<file path="src/rtl/pc_seq_if.sv">
// Bus between the fetch sequencer, the PC register and instruction memory.
// The sequencer drives the PC control code, the load value and the fetch
// request. Memory and branch logic drive the accept and redirect signals.
interface pc_seq_if;
    logic [1:0]  pc_op;       // 0 clear, 1 load pc_in, 2 increment, 3 hold
    logic [15:0] pc_in;       // PC load value, meaningful when pc_op == 1
    logic        fetch_req;   // PC output is a valid fetch address
    logic        imem_ready;  // memory accepts the current fetch
    logic        br_valid;    // branch taken, sampled only on an accept edge
    logic [15:0] br_target;   // branch destination

    modport master (
        output pc_op,
        output pc_in,
        output fetch_req,
        input  imem_ready,
        input  br_valid,
        input  br_target
    );

    modport slave (
        input  pc_op,
        input  pc_in,
        input  fetch_req,
        output imem_ready,
        output br_valid,
        output br_target
    );
endinterface

</file>
<file path="src/rtl/pc_seq.sv">
// Fetch sequencer: boots the PC to RESET_VEC, paces fetches against the
// memory ready signal, applies branch redirects, and handles halt/resume
// along with a sticky stall-timeout flag.
//
// Handshake: a fetch transfers on a rising edge where fetch_req and
// imem_ready are both high. fetch_req stays high until that transfer,
// unless a stall timeout or a halt request abandons the fetch. It drops
// for exactly one ADVANCE cycle after each transfer, while the PC applies
// the increment or branch load. This ADVANCE bubble means fetch_req never
// presents a stale PC.
module pc_seq #(
    parameter logic [15:0] RESET_VEC = 16'h0000,
    parameter int unsigned MAX_STALL = 15
) (
    input  logic        clk,
    input  logic        reset,
    input  logic        start,
    input  logic        halt_req,
    input  logic        resume,
    pc_seq_if.master    bus,
    output logic        halted,
    output logic        err,
    output logic [15:0] inst_cnt,
    output logic [2:0]  dbg_state
);

    localparam int SW = $clog2(MAX_STALL + 1);
    // Stall count value at which one more not-ready cycle is a timeout.
    localparam logic [SW-1:0] STALL_LAST = SW'(MAX_STALL - 1);

    localparam logic [1:0] OP_CLR  = 2'd0;
    localparam logic [1:0] OP_LOAD = 2'd1;
    localparam logic [1:0] OP_INC  = 2'd2;
    localparam logic [1:0] OP_HOLD = 2'd3;

    typedef enum logic [2:0] {
        S_IDLE  = 3'd0,
        S_LOAD  = 3'd1,
        S_FETCH = 3'd2,
        S_ADV   = 3'd3,
        S_HALT  = 3'd4
    } state_e;

    state_e        state_q, state_d;
    logic [1:0]    pc_op_q, pc_op_d;
    logic [15:0]   pc_in_q, pc_in_d;
    logic          fetch_q, fetch_d;
    logic          halted_q, halted_d;
    logic          err_q, err_d;
    logic          pend_q, pend_d;
    logic [SW-1:0] stall_q, stall_d;
    logic [15:0]   inst_cnt_q;
    logic [15:0]   inst_cnt_d;
    logic          cnt_inc;
    logic          cnt_clr;
    logic          take_br;

    // An accept with br_valid high turns the following ADVANCE into a load.
    assign take_br = (state_q == S_FETCH) && bus.imem_ready && bus.br_valid;

    // The instruction counter wraps naturally at 16 bits.
    assign inst_cnt_d = cnt_clr ? 16'h0000 :
                        cnt_inc ? inst_cnt_q + 16'd1 : inst_cnt_q;

    // Next-state logic and the registered Moore outputs for the next state.
    always_comb begin
        state_d = state_q;
        err_d   = err_q;
        pend_d  = pend_q;
        stall_d = stall_q;
        cnt_inc = 1'b0;
        cnt_clr = 1'b0;
        pc_op_d = OP_HOLD;
        pc_in_d = pc_in_q;

        unique case (state_q)
            S_IDLE: begin
                if (start) begin
                    state_d = S_LOAD;
                    cnt_clr = 1'b1;
                    err_d   = 1'b0;
                end
            end
            S_LOAD: begin
                state_d = S_FETCH;
            end
            S_FETCH: begin
                // Accept beats timeout, which beats halt_req.
                if (bus.imem_ready) begin
                    state_d = S_ADV;
                    cnt_inc = 1'b1;
                    stall_d = '0;
                    if (halt_req) begin
                        pend_d = 1'b1;
                    end
                end else if (stall_q == STALL_LAST) begin
                    state_d = S_HALT;
                    err_d   = 1'b1;
                    stall_d = '0;
                end else if (halt_req) begin
                    state_d = S_HALT;
                    stall_d = '0;
                end else begin
                    stall_d = stall_q + 1'b1;
                end
            end
            S_ADV: begin
                if (pend_q) begin
                    state_d = S_HALT;
                    pend_d  = 1'b0;
                end else begin
                    state_d = S_FETCH;
                end
            end
            S_HALT: begin
                if (start) begin
                    state_d = S_LOAD;
                    cnt_clr = 1'b1;
                    err_d   = 1'b0;
                end else if (resume) begin
                    state_d = S_FETCH;
                    err_d   = 1'b0;
                    stall_d = '0;
                end
            end
            default: begin
                state_d = S_IDLE;
            end
        endcase

        // Outputs follow the state being entered, so each one is a register.
        unique case (state_d)
            S_IDLE: begin
                pc_op_d = OP_CLR;
            end
            S_LOAD: begin
                pc_op_d = OP_LOAD;
                pc_in_d = RESET_VEC;
            end
            S_ADV: begin
                if (take_br) begin
                    pc_op_d = OP_LOAD;
                    pc_in_d = bus.br_target;
                end else begin
                    pc_op_d = OP_INC;
                end
            end
            default: begin
                pc_op_d = OP_HOLD;
            end
        endcase

        fetch_d  = (state_d == S_FETCH);
        halted_d = (state_d == S_HALT);
    end

    // State and datapath registers, cleared asynchronously by reset.
    always_ff @(posedge clk or posedge reset) begin
        if (reset) begin
            state_q    <= S_IDLE;
            pc_op_q    <= OP_CLR;
            pc_in_q    <= RESET_VEC;
            fetch_q    <= 1'b0;
            halted_q   <= 1'b0;
            err_q      <= 1'b0;
            pend_q     <= 1'b0;
            stall_q    <= '0;
            inst_cnt_q <= 16'h0000;
        end else begin
            state_q    <= state_d;
            pc_op_q    <= pc_op_d;
            pc_in_q    <= pc_in_d;
            fetch_q    <= fetch_d;
            halted_q   <= halted_d;
            err_q      <= err_d;
            pend_q     <= pend_d;
            stall_q    <= stall_d;
            inst_cnt_q <= inst_cnt_d;
        end
    end

    assign bus.pc_op     = pc_op_q;
    assign bus.pc_in     = pc_in_q;
    assign bus.fetch_req = fetch_q;
    assign halted        = halted_q;
    assign err           = err_q;
    assign inst_cnt      = inst_cnt_q;
    assign dbg_state     = state_q;

endmodule
</file>
<file path="src/flat_wrapper.sv">
// flat-port wrapper written by rule: the top's interface ports become plain ports
module pc_seq_flat 
#(
    parameter logic [15:0] RESET_VEC = 16'h0000,
    parameter int unsigned MAX_STALL = 15
)
  (clk, reset, start, halt_req, resume, halted, err, inst_cnt, dbg_state, bus_pc_op, bus_pc_in, bus_fetch_req, bus_imem_ready, bus_br_valid, bus_br_target);
  pc_seq_if bus_i ();
  input  logic clk;
  input  logic reset;
  input  logic start;
  input  logic halt_req;
  input  logic resume;
  output logic halted;
  output logic err;
  output logic [15:0] inst_cnt;
  output logic [2:0] dbg_state;
  output wire logic [$bits(bus_i.pc_op)-1:0] bus_pc_op;
  output wire logic [$bits(bus_i.pc_in)-1:0] bus_pc_in;
  output wire logic [$bits(bus_i.fetch_req)-1:0] bus_fetch_req;
  input wire logic [$bits(bus_i.imem_ready)-1:0] bus_imem_ready;
  input wire logic [$bits(bus_i.br_valid)-1:0] bus_br_valid;
  input wire logic [$bits(bus_i.br_target)-1:0] bus_br_target;
  assign bus_pc_op = bus_i.pc_op;
  assign bus_pc_in = bus_i.pc_in;
  assign bus_fetch_req = bus_i.fetch_req;
  assign bus_i.imem_ready = bus_imem_ready;
  assign bus_i.br_valid = bus_br_valid;
  assign bus_i.br_target = bus_br_target;
  pc_seq #(.RESET_VEC(RESET_VEC), .MAX_STALL(MAX_STALL)) u_core (.clk(clk), .reset(reset), .start(start), .halt_req(halt_req), .resume(resume), .bus(bus_i), .halted(halted), .err(err), .inst_cnt(inst_cnt), .dbg_state(dbg_state));
endmodule
</file>
<file path="config.mk">
export PLATFORM = sky130hd
export DESIGN_NAME = pc_seq_flat
export DESIGN_NICKNAME = d
export VERILOG_FILES = /design/src/rtl/pc_seq_if.sv /design/src/rtl/pc_seq.sv /design/src/flat_wrapper.sv
export SDC_FILE = /design/constraint.sdc
export NUM_CORES = 1
export LEC_CHECK = 0
export CAP_MARGIN = 30
export CORE_MARGIN = 4
export CORE_UTILIZATION = 43
export CTS_CLUSTER_DIAMETER = 40
export DETAILED_ROUTE_END_ITERATION = 8
export MAX_ROUTING_LAYER = met4
export PLACE_DENSITY = 0.86
export SLEW_MARGIN = 15
export SYNTH_ARGS = -nofsm -noshare
export SYNTH_HDL_FRONTEND = slang
export SYNTH_SLANG_ARGS = --single-unit
</file>
<file path="constraint.sdc">
create_clock -name clk -period 1.9 [get_ports clk]
set_input_delay 0.57 -clock clk [delete_from_list [all_inputs] [get_ports clk]]
set_output_delay 0.57 -clock clk [all_outputs]
set_load 0.02 [all_outputs]
</file>
==> impl_metrics.csv <==
group,metric,value,unit
synth,yosysUniqueCellTypes,46,
pwr,clkPwrFrac,0.148,
synth,yosys-top-cells-count,"dfrtp_1, nand2_1, o21ai_0, a22oi_1, nor2_1",
placed_design,hpwlAfterDp,3997,um
final_layout,num_antenna_cells,0,
route,drtPass1Iterations,4,
route,postRouteAntennaNets,0,
final_layout,nets,336,
floorplanning,dieWidth,79.54,um
critical_path,crit_required,2.07,ns
min_path,min_to,"u_core.err$_DFFE_PP0P_",
synth,synth_top_area_share,0.5117,
timing,min_period,1.858,ns
critical_path,crit_slowest_cell,"clkdlybuf4s50_1",
pwr,powerDensity,1422,mW/mm2
placed_design,portBuffers,62,
critical_path,timing.critical_path.to_type,"flop",
final_layout,multi_input_area,0.001027,mm2
pwr,switchingPower,1.809,mW
grt,antenna_found_initial,0,
synth,synthCells,221,
route,wl,5726,um
cts,postCtsHoldBufs,0,
timing,finalHoldViolCount,0,
timing,slew-limit-headroom,0.6583,
timing,final_max_slew_viol_count,0,
critical_path,rrSetupSlack,0.06,ns
min_path,min_from,"u_core.err$_DFFE_PP0P_",
outcome,status,"complete, no violations",
floorplanning,die_area,0.006327,mm2
grt,grt_max_degree,46,
timing,layout_setup_ws,0.04185,ns
cts,clock_latency,0.29,ns
cts,cts_buffer_depth,2,
pwr,p_seq_frac,0.326,
route,routed.top_layer,"met4",
synth,ys_seq_area_frac,0.5117,
final_layout,drive_above_1_share,0.1640,
floorplanning,rows,25,
critical_path,critical-path-top-delay-family,"buffers and inverters",
critical_path,r2r-end,"u_core.inst_cnt[15]$_DFFE_PP0P_",
critical_path,crit_fanout,9,
synth,synth_ff_type,"dfrtp_1",
placed_design,place.gp.congestion,0.8245,
critical_path,path_buf_inv,3,
timing,fmax,538.2,MHz
synth,synth_edf_count,0,
critical_path,worstRegToRegCells,4,
placed_design,place_inst,363,
route,met1_length,2419,um
synth,yosysWarnings,0,
floorplanning,die_h,79.54,um
final_layout,finalNonFillerCells,378,
floorplanning,ios,63,
pwr,leakagePower,1.720,nW
pwr,ir_drop,1129,uV
pwr,p_comb_frac,0.526,
synth,syn_area_per_cell,9.959,um2
synth,syn_area,0.002201,mm2
synth,synth_most_common_cell,"dfrtp_1",
cts,cts.sinks,45,
final_layout,design_area,0.003324,mm2
synth,syn-num-nets,247,
grt,grt.overflow.total,0,
route,drc,0,
critical_path,crit_type,"in -> reg",
floorplanning,coreArea,0.004848,mm2
placed_design,post-place-ws,-0.4701,ns
pwr,p_sw_frac,0.3827,
final_layout,area_growth,51.05,%
placed_design,dpl-instance-area,0.003064,mm2
critical_path,crit_cells,7,
route,wl_per_cell,15.15,um
synth,synth_seq_cells,45,
timing,fin_skew,0.009097,ns
route,wl_met2,2957,um
synth,synth_area_leaders,"dfrtp_1, o21ai_0, a22oi_1",
route,vias,2073,
cts,numCtsBuffers,5,
timing,fin_crit_sh,0.9780,
floorplanning,floorplan.initialDensity,0.4539,
final_layout,fillers,372,
critical_path,r2r_start,"u_core.dbg_state[0]$_DFF_PP0_",
route,wl_met3,304,um
cts,htreeDepth,2,
critical_path,start_kind,"primary input",
job,maxCapViolCount,0,
final_layout,regArea,0.001129,mm2
pwr,power,4.728,mW
cts,path_clk_slew,0.09,ns
critical_path,arrival,2.02,ns
min_path,hp-class,"reg -> reg",
cts,tritoncts,"yes",
route,drtIter0Drc,105,
critical_path,cp_cell_sequence,"clkdlybuf4s50_1, a31oi_1, a32o_2, a311oi_4, buf_6, clkbuf_16, o21ai_0",
pwr,p_int,2.918,mW
timing,worstMarginPinSlew,0.4996,ns
synth,synth_top_area_cell,"dfrtp_1",
timing,finalSetupViolCount,0,
synth,async_flop_share,1.000,
route,avgViaCountPerCell,5.484,
grt,grt_usage,0.1892,
cts,cts_root_buffer,"clkbuf_8",
critical_path,cpPeakStageDelay,0.48,ns
grt,grt_pass1_wl,9404,um
min_path,hold_depth,1,
grt,grt_pass1_vias,2019,
[per-stage QoR]
stage	utilization	setup TNS (ns)	hold slack [ns]
finish	0.6857	0	0.5197
global route	0.6857	-0.01705	0.5459
CTS	0.6563	0	0.5285
detailed placement	0.6320	-12.91	0.5087
global placement	0.6320	-11.32	0.5035
floorplan	-	0	0.4896
[sequential cells by signal (all words and copies together), names as in the netlist]
| name | flops |
|---|---|
| u_core.bus.fetch_req | 1 |
| u_core.halted | 1 |
| u_core.inst_cnt | 16 |
| u_core.stall_q | 4 |
| u_core.bus.pc_op | 2 |
| u_core.err | 1 |
| u_core.pend_q | 1 |
| u_core.bus.pc_in | 16 |
| u_core.dbg_state | 3 |
[cell families (layout without fill, tap and decap cells)]
kind of cell,after synthesis,after routing,share of synthesized area
AO/OA/AOI/OAI,73,73,0.2177
AND/OR/NAND/NOR,76,76,0.1836
buffers and inverters,16,106,0.03809
adder cells (fa/ha/maj),3,3,0.01706
XOR/XNOR,8,8,0.03184
flip-flops,45,45,0.5117
[routing by layer]
layer	GRT usage	vias up
li1	-	990
met1	0.2307	1022
met2	0.3214	57
met3	0.04740	4
met4	0.03436	0
met5	-	-
[area by class of cell]
type	instances	area share
tap	67	0.02522
clock buffer	6	0.02183
clock inverter	2	0.01054
timing repair buffer	91	0.2860
inverter	7	0.007904
multi-input combinational	160	0.3090
sequential	45	0.3395
[layout by cell type (no fill, tap or decap), types with 2 or more instances in the layout]
cell             instances
buf_4                   23
ha_1                     2
o31ai_1                  4
a21oi_1                  8
a311o_1                  2
inv_1                    6
nand4_1                  4
clkbuf_8                 5
dfrtp_2                  2
a2111oi_0                2
nor2b_1                  2
nor2_1                  10
dlygate4sd2_1           11
buf_12                   3
or3_1                    5
nand3_1                  7
dfrtp_1                 43
xor2_1                   5
clkdlybuf4s50_1         31
nor3b_2                  2
nand2_1                 29
xnor2_1                  3
and2_1                   3
a22oi_1                 16
a31oi_1                  2
clkbuf_16                2
and4_1                   2
o21ai_0                 29
dlymetal6s2s_1          20
[worst max path at each step]
stage / end / start
global placement: u_core.inst_cnt[15]$_DFFE_PP0P_ / start
finish: u_core.bus.pc_in[6]$_DFFE_PP0P_ / halt_req
global route: u_core.bus.pc_in[6]$_DFFE_PP0P_ / u_core.stall_q[0]$_DFFE_PP0P_
CTS: inst_cnt[0] / u_core.inst_cnt[0]$_DFFE_PP0P_
detailed placement: u_core.inst_cnt[15]$_DFFE_PP0P_ / start
floorplan: u_core.inst_cnt[15]$_DFFE_PP0P_ / u_core.dbg_state[1]$_DFF_PP0_
[power groups by stage]
stage	clock network [mW]	registers [mW]	logic, mW
finish	0.699	1.54	2.49
global route	0.772	1.60	2.68
CTS	0.716	1.55	2.23
detailed placement	0	1.56	2.23
global placement	0	1.56	2.16
floorplan	0	1.83	0.940
[timing repair]
item | 4_1_cts | 5_1_grt
gates resized for setup | 15 | 24
endpoints found under the setup margin | 35 | 36
buffers inserted | 1 | 4
gates cloned | 0 | 2
pin swaps | 2 | 2
No activity file was read; power rests on OpenSTA's default activity.
